### src/rtl/trace_stream_capture.sv
// trace_stream_capture
//
// Cycle-stamped AXI-Stream monitor. It passively taps one stream port and
// stamps every handshaked beat with the free-running cycle count. The records
// are buffered in a first-word-fall-through FIFO and presented on a
// valid/ready record port.
//
// Optional feature macro: TRACE_OVF_MARKER_EN
//   When defined, beats lost to overflow are summarised by a marker record
//   (kind=1) that is pushed at the first opportunity. Until that marker is
//   pushed, new beats are dropped. When undefined, drops are only counted
//   in drop_total.
//
// Ports:
//   clk, rst       single clock, asynchronous active-high reset
//   en             capture enable (gates new captures only)
//   mon_tvalid/mon_tready/mon_tdata/mon_tlast   tapped stream
//   rec_valid/rec_ready/rec_data                record output {kind,last,ts,payload}
//   clkcnt         free-running cycle counter
//   fifo_level     number of buffered records
//   drop_total     saturating lifetime count of dropped beats

module trace_stream_capture #(
  parameter int DATA_W = 32,
  parameter int TS_W   = 48,
  parameter int DEPTH  = 16,
  parameter int CNT_W  = 16
) (
  input  logic                       clk,
  input  logic                       rst,
  input  logic                       en,
  input  logic                       mon_tvalid,
  input  logic                       mon_tready,
  input  logic [DATA_W-1:0]          mon_tdata,
  input  logic                       mon_tlast,
  output logic                       rec_valid,
  input  logic                       rec_ready,
  output logic [2+TS_W+DATA_W-1:0]   rec_data,
  output logic [TS_W-1:0]            clkcnt,
  output logic [$clog2(DEPTH):0]     fifo_level,
  output logic [31:0]                drop_total
);

  localparam int AW    = $clog2(DEPTH);
  localparam int LW    = AW + 1;
  localparam int REC_W = 2 + TS_W + DATA_W;

  logic [TS_W-1:0]  clkcnt_q;
  logic [REC_W-1:0] mem_q [DEPTH];
  logic [AW-1:0]    wrPtr_q, rdPtr_q;
  logic [LW-1:0]    level_q, level_d;
  logic [31:0]      dropTotal_q;

  logic             popEn;
  logic             pushSpace;
  logic             capture;
  logic             pushEn;
  logic             dropEn;
  logic [REC_W-1:0] beatRec;
  logic [REC_W-1:0] pushRec;

  // Push space also counts a same-cycle pop, so a full FIFO keeps streaming.
  assign popEn     = (level_q != '0) && rec_ready;
  assign pushSpace = (level_q != LW'(DEPTH)) || popEn;
  assign capture   = en && mon_tvalid && mon_tready;
  assign beatRec   = {1'b0, mon_tlast, clkcnt_q, mon_tdata};

`ifdef TRACE_OVF_MARKER_EN
  logic [CNT_W-1:0] dropPending_q, dropPending_d;
  logic [CNT_W-1:0] pendingInc;
  logic [CNT_W-1:0] markerCount;
  logic             pending;

  // While losses are outstanding the push slot belongs to the marker, so
  // any beat seen in that window is dropped and folded into the count.
  always_comb begin
    pending       = (dropPending_q != '0);
    pendingInc    = (dropPending_q == '1) ? dropPending_q : dropPending_q + 1'b1;
    markerCount   = capture ? pendingInc : dropPending_q;
    pushEn        = pushSpace && (pending || capture);
    dropEn        = capture && (pending || !pushSpace);
    pushRec       = pending ? {1'b1, 1'b0, clkcnt_q, DATA_W'(markerCount)} : beatRec;
    dropPending_d = dropPending_q;
    if (pending && pushSpace) begin
      dropPending_d = '0;
    end else if (dropEn) begin
      dropPending_d = pendingInc;
    end
  end

  always_ff @(posedge clk or posedge rst) begin
    if (rst) begin
      dropPending_q <= '0;
    end else begin
      dropPending_q <= dropPending_d;
    end
  end
`else
  always_comb begin
    pushEn  = capture && pushSpace;
    dropEn  = capture && !pushSpace;
    pushRec = beatRec;
  end
`endif

  always_comb begin
    level_d = level_q;
    if (pushEn && !popEn) begin
      level_d = level_q + 1'b1;
    end else if (popEn && !pushEn) begin
      level_d = level_q - 1'b1;
    end
  end

  // Control state; pointers wrap naturally because DEPTH is a power of two.
  always_ff @(posedge clk or posedge rst) begin
    if (rst) begin
      clkcnt_q    <= '0;
      wrPtr_q     <= '0;
      rdPtr_q     <= '0;
      level_q     <= '0;
      dropTotal_q <= '0;
    end else begin
      clkcnt_q <= clkcnt_q + 1'b1;
      level_q  <= level_d;
      if (pushEn) begin
        wrPtr_q <= wrPtr_q + 1'b1;
      end
      if (popEn) begin
        rdPtr_q <= rdPtr_q + 1'b1;
      end
      if (dropEn && (dropTotal_q != '1)) begin
        dropTotal_q <= dropTotal_q + 1'b1;
      end
    end
  end

  // Storage needs no reset: entries are only visible once counted in level_q.
  always_ff @(posedge clk) begin
    if (pushEn) begin
      mem_q[wrPtr_q] <= pushRec;
    end
  end

  assign rec_valid  = (level_q != '0);
  assign rec_data   = rec_valid ? mem_q[rdPtr_q] : '0;
  assign clkcnt     = clkcnt_q;
  assign fifo_level = level_q;
  assign drop_total = dropTotal_q;

endmodule

### config.mk
export PLATFORM = sky130hd
export DESIGN_NAME = trace_stream_capture
export DESIGN_NICKNAME = d
export VERILOG_FILES = /design/src/rtl/trace_stream_capture.sv
export SDC_FILE = /design/constraint.sdc
export NUM_CORES = 1
export LEC_CHECK = 0
export ABC_AREA = 1
export BUFFER_PORTS_ARGS = -buffer_cell sky130_fd_sc_hd__buf_4
export CAP_MARGIN = 40
export CORE_ASPECT_RATIO = 0.6
export CORE_MARGIN = 2
export CORE_UTILIZATION = 40
export CTS_CLUSTER_DIAMETER = 150
export CTS_CLUSTER_SIZE = 16
export DETAILED_ROUTE_END_ITERATION = 16
export PLACE_DENSITY_LB_ADDON = 0.05
export SLEW_MARGIN = 0
export SYNTH_ARGS = -nofsm -noshare
export SYNTH_HDL_FRONTEND = slang
export SYNTH_SLANG_ARGS = --single-unit
### constraint.sdc
create_clock -name clk -period 5.21 [get_ports clk]
set_clock_uncertainty 0.1 [all_clocks]
set_input_delay 0.2605 -clock clk [delete_from_list [all_inputs] [get_ports clk]]
set_output_delay 0.2605 -clock clk [all_outputs]
set_load 0.05 [all_outputs]
# After elaboration in Yosys (flattened, before gate mapping)
# Memories as Yosys holds them, arrays and structs flattened.
# Cells that the tools add are included.
dict set report classes {
  mux 5
  n_reduce_logical 14
  n_eq_ne 2
  addsub 6
}
# operator count
set op_table {}
lappend op_table {{$mux W82} 1}
lappend op_table {{$add A48 B1 Y48 const B} 1}
lappend op_table {{$add A32 B1 Y32 const B} 1}
lappend op_table {{$ne A32 B32 Y1 const B} 1}
lappend op_table {{$mux W5} 2}
lappend op_table {{$add A4 B1 Y4 const B} 2}
lappend op_table {{$logic_and A1 B1 Y1} 8}
lappend op_table {{$add A5 B1 Y5 const B} 1}
lappend op_table {{$ne A5 B5 Y1 const B} 1}
lappend op_table {{$reduce_bool A5 Y1} 1}
lappend op_table {{$sub A5 B1 Y5 const B} 1}
lappend op_table {{$logic_not A1 Y1} 3}
lappend op_table {{$mux W1} 2}
lappend op_table {{$reduce_bool A2 Y1} 1}
lappend op_table {{$logic_or A1 B1 Y1} 1}
dict set report word_totals {
  output_inout_bits 168
  word_cells 33
  in_bits 39
  n_memories 1
  ramBits 1296
  reg_bits 93
}
# name words word_bits read_ports rd_clocked_by_memory_dff write_ports line_no
set mem_list {}
lappend mem_list {mem_q 16 81 1 0 1 49} ;# logic [REC_W-1:0] mem_q [DEPTH];

# Longest topological paths before layout
# Gate-level depths: netlist of the first run.
dict set report logic_depth {
  ltp_word 8
  depth_mapped 14
}

# Worst setup path after synthesis of the first run
# OpenSTA, ideal clock, no wires.
dict set report synth_path {
  kind {register to register}
  startpoint {register level_q[0] (netlist: fifo_level[0])}
  endpoint {memory mem_q[11][0] in the netlist's numbering, enable pin}
  setup_time_ns 0.521
  path_stages_with_launch 7
  arrival_time_ns 4.692
  period_less_slack_ns 5.313
  n_path_buf 0
  setup_slack_ns -0.103
  path_cell_list {dfrtp_1 > nor2_1 > nand3_1 > nand2_1 > nor2_1 > nand2_1 > nor2_1}
}
dict set report synth_via {
  elab_chain_cells 6
  word_cells_on_any_way 7
}
# item line_no
set synth_lines {}
lappend synth_lines {{start: declaration} 51} ;# logic [LW-1:0] level_q, level_d;
lappend synth_lines {{start signal: assignment} 125} ;# level_q <= level_d;
lappend synth_lines {{$reduce_bool A5 Y1} 63} ;# assign popEn = (level_q != '0) && rec_ready;
lappend synth_lines {{$logic_and A1 B1 Y1} 63}
lappend synth_lines {{$logic_or A1 B1 Y1 *} 64} ;# assign pushSpace = (level_q != LW'(DEPTH)) || popEn;
lappend synth_lines {{$logic_and A1 B1 Y1 *} 100} ;# pushEn = capture && pushSpace;
lappend synth_lines {{$mux W1 *} 140} ;# if (pushEn) begin
lappend synth_lines {{$mux W1 (not written as such) *} 141} ;# mem_q[wrPtr_q] <= pushRec;
lappend synth_lines {{end: declaration} 49}
# Every way passes the cells marked *; elsewhere a longest branch is shown, timed or not.

# Worst setup path after layout of the first run
dict set report layout_path {
  startpoint {register rdPtr_q[0]}
  endpoint {output rec_data[0]}
}
dict set report layout_via {
  elab_chain_cells 2
}
# item line_no
set layout_lines {}
lappend layout_lines {{start: declaration} 50} ;# logic [AW-1:0] wrPtr_q, rdPtr_q;
lappend layout_lines {{start signal: assignment} 130} ;# rdPtr_q <= rdPtr_q + 1'b1;
lappend layout_lines {{$mem_v2 Z16 W81} --}
lappend layout_lines {{$mux W82} 146} ;# assign rec_data = rec_valid ? mem_q[rdPtr_q] : '0;
lappend layout_lines {{end: declaration} 38} ;# output logic [2+TS_W+DATA_W-1:0] rec_data,
# No other way between the ends.

==> results of run 1 <==
-- logic make-up (layout without fill, tap and decap cells) --
group	after synthesis	count (layout)	share of synthesized area
xor+xnor	51	51	0.007465
compound gates	173	173	0.01447
fa+ha+maj	12	12	0.002635
flops	1389	1389	0.6893
simple gates	3132	3132	0.2175
other cells	1	2	0.00006267
buf+inv	1004	1226	0.06861
-- per-stage QoR --
stage          setup TNS, ns  hold slack (ns)    util
2_1_floorplan        -127.90           0.2594       -
3_3_place_gp               0           0.2536  0.4317
3_5_place_dp               0           0.2461  0.4336
4_1_cts                    0          0.02831  0.4539
5_1_grt                    0           0.1178  0.4540
6_report                   0           0.1013  0.4540
-- metal layers --
layer,track usage,part of all wire,up-vias
met4,0.03854,0.015,0
li1,-,-,19190
met5,0,0,-
met3,0.03418,0.057,160
met1,0.3610,0.50,19430
met2,0.3370,0.43,1054
-- worst paths after layout --
check,startpoint,end,slack [ns],cells past startpoint
max,rdPtr_q[0],rec_data[0],0.92,9
min,rst,fifo_level[0],0.10,3
max reg2reg,fifo_level[0],fifo_level[4],2.36,14
min reg2reg,drop_total[13],drop_total[13],0.46,2
max in group asynchronous,rst,clkcnt[13],3.95,5
min in group clk,mon_tvalid,drop_total[3],0.10,7
-- registers in the layout (all words and copies together) (netlist names) --
register,flops
drop_total,32
rdPtr_q,4
fifo_level,5
mem_q,1296
wrPtr_q,4
clkcnt,48
-- power groups by stage --
stage	Sequential, uW	Clock, uW	Combinational, uW
floorplan	12700	0	9200
global placement	12900	0	13600
detailed placement	12900	0	13700
CTS	12700	7440	13700
global route	12700	7830	14700
finish	12700	7250	13500
-- cells in the mapped netlist, drive strengths merged, types with 24 or more instances --
cell type and count:
edfxtp 1296, xnor2 27, nand2 1913, o21ai 90, buf 227, dfrtp 93
xor2 24, inv 725, clkbuf 52, a21oi 83, nor2 319, nand3 861
-- worst register-to-register path: cells and delay by family (launching register included) --
kind | cells | cell delay (ns)
XOR/XNOR | 1 | 0.16
AO/OA/AOI/OAI | 2 | 0.23
flip-flops | 1 | 0.47
adder cells (fa/ha/maj) | 2 | 0.65
AND/OR/NAND/NOR | 7 | 0.94
buffers and inverters | 2 | 0.23
-- final cells by class --
class	count	area, um2	share of cell area
Antenna cell	1	2.502	0.00003729
Inverter	725	2751	0.04100
Clock buffer	133	2541	0.03786
Tap cell	1998	2500	0.03725
Sequential cell	1389	41260	0.6148
Multi-Input combinational cell	3369	14610	0.2177
Timing Repair Buffer	360	3358	0.05004
Clock inverter	8	88.84	0.001324
-- repair_timing --
item | 4_1_cts | 5_1_grt
hold buffers | 37 | 0
gates resized for setup | 0 | 0
hold endpoints to repair | 574 | 0
==> flow_summary.toml, run 1 <==
[grt]
grt_max_degree = 178
track_usage = 0.2289
grt_pass1_wl_um = 258400
grt-ovfl-total = 0
grt_antenna_before_repair = 4
grt_pass1_vias = 36750

[synth]
syn-instance-count = 5762
ys_warn_count = 0
yosysTopAreaCellShare = 0.6504
synth_nets = 5813
syn_area_per_cell_um2 = 10.38
async_flop_share = 0.06695
syn_area_mm2 = 0.05983
netlist_top_cells_area = "edfxtp_1, nand2_1, nand3_1, inv_1, dfrtp_1"
synth_largest_area_cell = "edfxtp_1"
seq_area_frac_synth = 0.6893
yosys_register_bits = 1389
ys_types = 28
synth_edf_count = 1296
ys.flop_type = "edfxtp_1"

[timing]
rsz0062_at_grt = "false"
post-route-period-util = 0.8234
fin_crit_ns = 4.290
max_freq_ghz = 0.2331
worst_slack_ns = 0.9203
final-max-slew-violation-count = 0
worst_slew_pin_slew_ns = 1.056
setup_viol = 0
max-slew-margin-rel = 0.2957
hold_viol_final = 0

[detailed_routing]
wl_per_cell_um = 22.10
routed_wl_um = 176400
via_per_inst = 4.989
drtIter0Drc = 3680
firstDrtPassIters = 6
route.detailed.drc = 0
dr_total_vias = 39830
ant_nets = 0

[critical_path]
endpoint_kind = "output port"
worstPathCellList = "buf_4 -> buf_4 -> nor2_1 -> nor2_1 -> o21ai_0 -> nand3_1 -> nand3_1 -> a21oi_1 -> buf_4"
cp.buffers_inverters = 3
crit_type = "flip-flop to output port"
cp_max_fo = 48
cpMostUsedCell = "buf_4"
cp_top_family = "buffers and inverters"
crit_path_start_kind = "flip-flop"
cp.required_ns = 4.85
critPathMaxStageDelay_ns = 0.86
crit_slowest_cell = "dfrtp_4"
cp_data_arrival_time_ns = 3.93

[power]
power_frac_comb = 0.404
irDropWorstVdd_uv = 470.3
power_density_mw_per_mm2 = 498.1
leakage_uw = 0.02733
internal_power_uw = 19330
swShare = 0.4218
fin_total_pwr_uw = 33430
p_sw_uw = 14100
pwr-share-seq = 0.379
clock_power_share = 0.217

[floorplanning]
die_w_um = 503.3
die_h_um = 303.6
dieArea_mm2 = 0.1528
core_mm2 = 0.1478
initial_core_util = 0.4047
rows = 109
io_pins = 207

[layout]
drive_gt1_frac = 0.07888
final_cell_mix = "nand2_1, edfxtp_1, nand3_1"
final_nets = 5992
design_area_mm2 = 0.06711
final_common_cell = "nand2_1"
fill_cells = 13980
instances_no_fill = 7983
area_growth_pct = 12.16

[clock_tree]
htree_levels = 3
cts_tree = "yes"
clockBufferDepth = 3
cts_setup_buffers = 0
clk_latency_ns = 0.73
root_buffer = "clkbuf_16"
cts_sinks = 1389
clk_pin_slew_worst_paths_ns = 0.08
cts_made_buffers = 96

[min_path]
hold_path.class = "input port to asynchronous set/reset pin"

[placement]
placed_cell_area_mm2 = 0.06411
place_congestion = 0.8569
dp_cells = 7804
portBuffers = 205
post-place-ws_ns = 1.648
post-dp-hpwl_um = 92790

[flow_run]
max-cap-violations = 0

[status]
status = "finished, final reports clean"
(Power assumes the default switching activity.)
==> run 2: changes to the inputs <==
==> constraint.sdc (replaced) <==
create_clock -name clk -period 3.8 [get_ports clk]
set_clock_uncertainty 0.1 [all_clocks]
set_input_delay 0.19 -clock clk [delete_from_list [all_inputs] [get_ports clk]]
set_output_delay 0.19 -clock clk [all_outputs]
set_load 0.05 [all_outputs]
==> run 2 against run 1 <==
Against the previous run:
- final area up 0.34%
- via count down 0.31%
- die area unchanged
- wire length about the same
- register-to-register slack worse by 1.2 ns
- clock power up 38%
- core utilization up 0.15 points
- largest cell class unchanged
- power up 39%
- count of clock-buffer cells in the layout up 5
- non-clock buffer count up 17
- critical path type unchanged
- largest power group unchanged
==> flow_summary.toml, run 2 (synthesized netlist as in run 1, its figures left out) <==
[status]
status = "finished, final reports clean"

[timing]
worst_slew_pin_slew_ns = 0.8790
setup_viol = 0
fin_crit_ns = 3.578
rsz0062_at_grt = "false"
post-route-period-util = 0.9415
max_freq_ghz = 0.2795
hold_viol_final = 0
final-max-slew-violation-count = 0
max-slew-margin-rel = 0.4140

[critical_path]
crit_path_start_kind = "flip-flop"
reg2reg_depth = 7
cp_max_fo = 58
reg2reg_from = "clkcnt[1]"
endpoint_kind = "output port"
r2r-end = "clkcnt[30]"
cp-startpoint = "rdPtr_q[0]"
crit_type = "flip-flop to output port"
cp_data_arrival_time_ns = 3.29
rrSetupSlack_ns = 1.14
cp.required_ns = 3.51

[detailed_routing]
wl_per_cell_um = 22.04
route.detailed.drc = 0
via_per_inst = 4.962
dr_total_vias = 39700
firstDrtPassIters = 5
drtIter0Drc = 3593
routed_wl_um = 176300
ant_nets = 0

[layout]
final_cell_mix = "nand2_1, edfxtp_1, nand3_1"
regArea_mm2 = 0.04126
drive_gt1_frac = 0.08149
regMostFlops = "mem_q"
instances_no_fill = 8001
area_growth_pct = 12.54
largest_register_ffs = 1296
multi_input_area_mm2 = 0.01461
fill_cells = 13890
final_common_cell = "nand2_1"
final_nets = 6009

[power]
leakage_uw = 0.02744
irDropWorstVdd_uv = 683.3
power_density_mw_per_mm2 = 688.0
clock_power_share = 0.216
power_frac_comb = 0.414
swShare = 0.4192
internal_power_uw = 26910
fin_total_pwr_uw = 46330
pwr-share-seq = 0.370
p_sw_uw = 19420

[floorplanning]
dieArea_mm2 = 0.1528
core_mm2 = 0.1478
io_pins = 207
initial_core_util = 0.4047
die_w_um = 503.3
die_h_um = 303.6
rows = 109

[placement]
dp_cells = 7821
post-dp-hpwl_um = 93600
place_congestion = 0.8713
portBuffers = 205

[grt]
grt_max_degree = 114
grt_antenna_before_repair = 3
grt_pass1_vias = 37150
grt-ovfl-total = 0
track_usage = 0.2301
grt_pass1_wl_um = 259600

[clock_tree]
cts_tree = "yes"
cts_sinks = 1389
cts_made_buffers = 96
root_buffer = "clkbuf_16"
htree_levels = 3
clockBufferDepth = 3
clk_latency_ns = 0.72
clk_pin_slew_worst_paths_ns = 0.08

[flow_run]
max-cap-violations = 0

[min_path]
hold_path.class = "input port to asynchronous set/reset pin"
run 2: cell types whose count changed in the layout (fill, tap and decap cells not counted), moves of 2 or more:
cell / delta
buf_4: +9
clkbuf_16: +4
clkinv_8: -2
inv_6: -3
buf_16: -7
buf_12: +15
run 2: worst max-delay path: stages (launching register included):
cell	delay (ns)
dfrtp_4	0.60
inv_8	0.38
buf_4	0.32
nand2_1	0.08
nand2_1	0.06
nand2_1	0.04
nand3_1	0.08
nand3_1	0.07
a21oi_1	0.57
buf_4	0.32
run 2: final cells by class:
cell class | count | area share
Clock inverter | 3 | 0.0004459
Multi-Input combinational cell | 3369 | 0.2170
Clock buffer | 138 | 0.03928
Tap cell | 1998 | 0.03712
Timing Repair Buffer | 377 | 0.05247
Sequential cell | 1389 | 0.6127
Inverter | 725 | 0.04086
Antenna cell | 2 | 0.00007432
run 2: per-layer routing:
metal	part of all wire	up-vias	track usage	wire, um
li1	-	19220	-	-
met5	0	-	0	0
met1	0.50	19360	0.3600	88690
met4	0.017	0	0.04397	3004
met2	0.42	946	0.3361	74570
met3	0.057	173	0.03874	10040
run 2: worst max path at each step:
stage | endpoint | slack, ns | cells after the start
floorplan | mem_q[0][0] | -0.19 | 6
global placement | rec_data[45] | 0.96 | 10
detailed placement | rec_data[45] | 1.00 | 10
CTS | rec_data[45] | 0.19 | 10
global route | rec_data[45] | 0.01 | 10
finish | rec_data[41] | 0.22 | 9
run 2: through the flow:
step / utilization / setup slack [ns] / instance area, um2 / hold slack [ns] / setup TNS (ns)
global route: 0.4555 / 0.01135 / 67340 / 0.2057 / 0
global placement: 0.4343 / 0.9625 / 64200 / 0.2734 / 0
CTS: 0.4554 / 0.1931 / 67330 / 0.1454 / 0
floorplan: - / -0.1936 / 59870 / 0.1889 / -237.97
finish: 0.4555 / 0.2221 / 67340 / 0.1260 / 0
detailed placement: 0.4348 / 1.001 / 64280 / 0.2831 / 0
run 2: what timing repair did:
item                                    4_1_cts  5_1_grt
hold endpoints to repair                    587        0
endpoints found under the setup margin        0        1
resized for setup                             0        1
buffers inserted                              0        0
hold buffers                                 37        0
run 2: power groups by stage:
stage               clock network, uW  logic (uW)  registers, uW
floorplan                           0       12600          17500
global placement                    0       19300          17500
detailed placement                  0       19300          17500
CTS                             10300       19400          17100
global route                    10800       20800          17200
finish                          10000       19200          17100
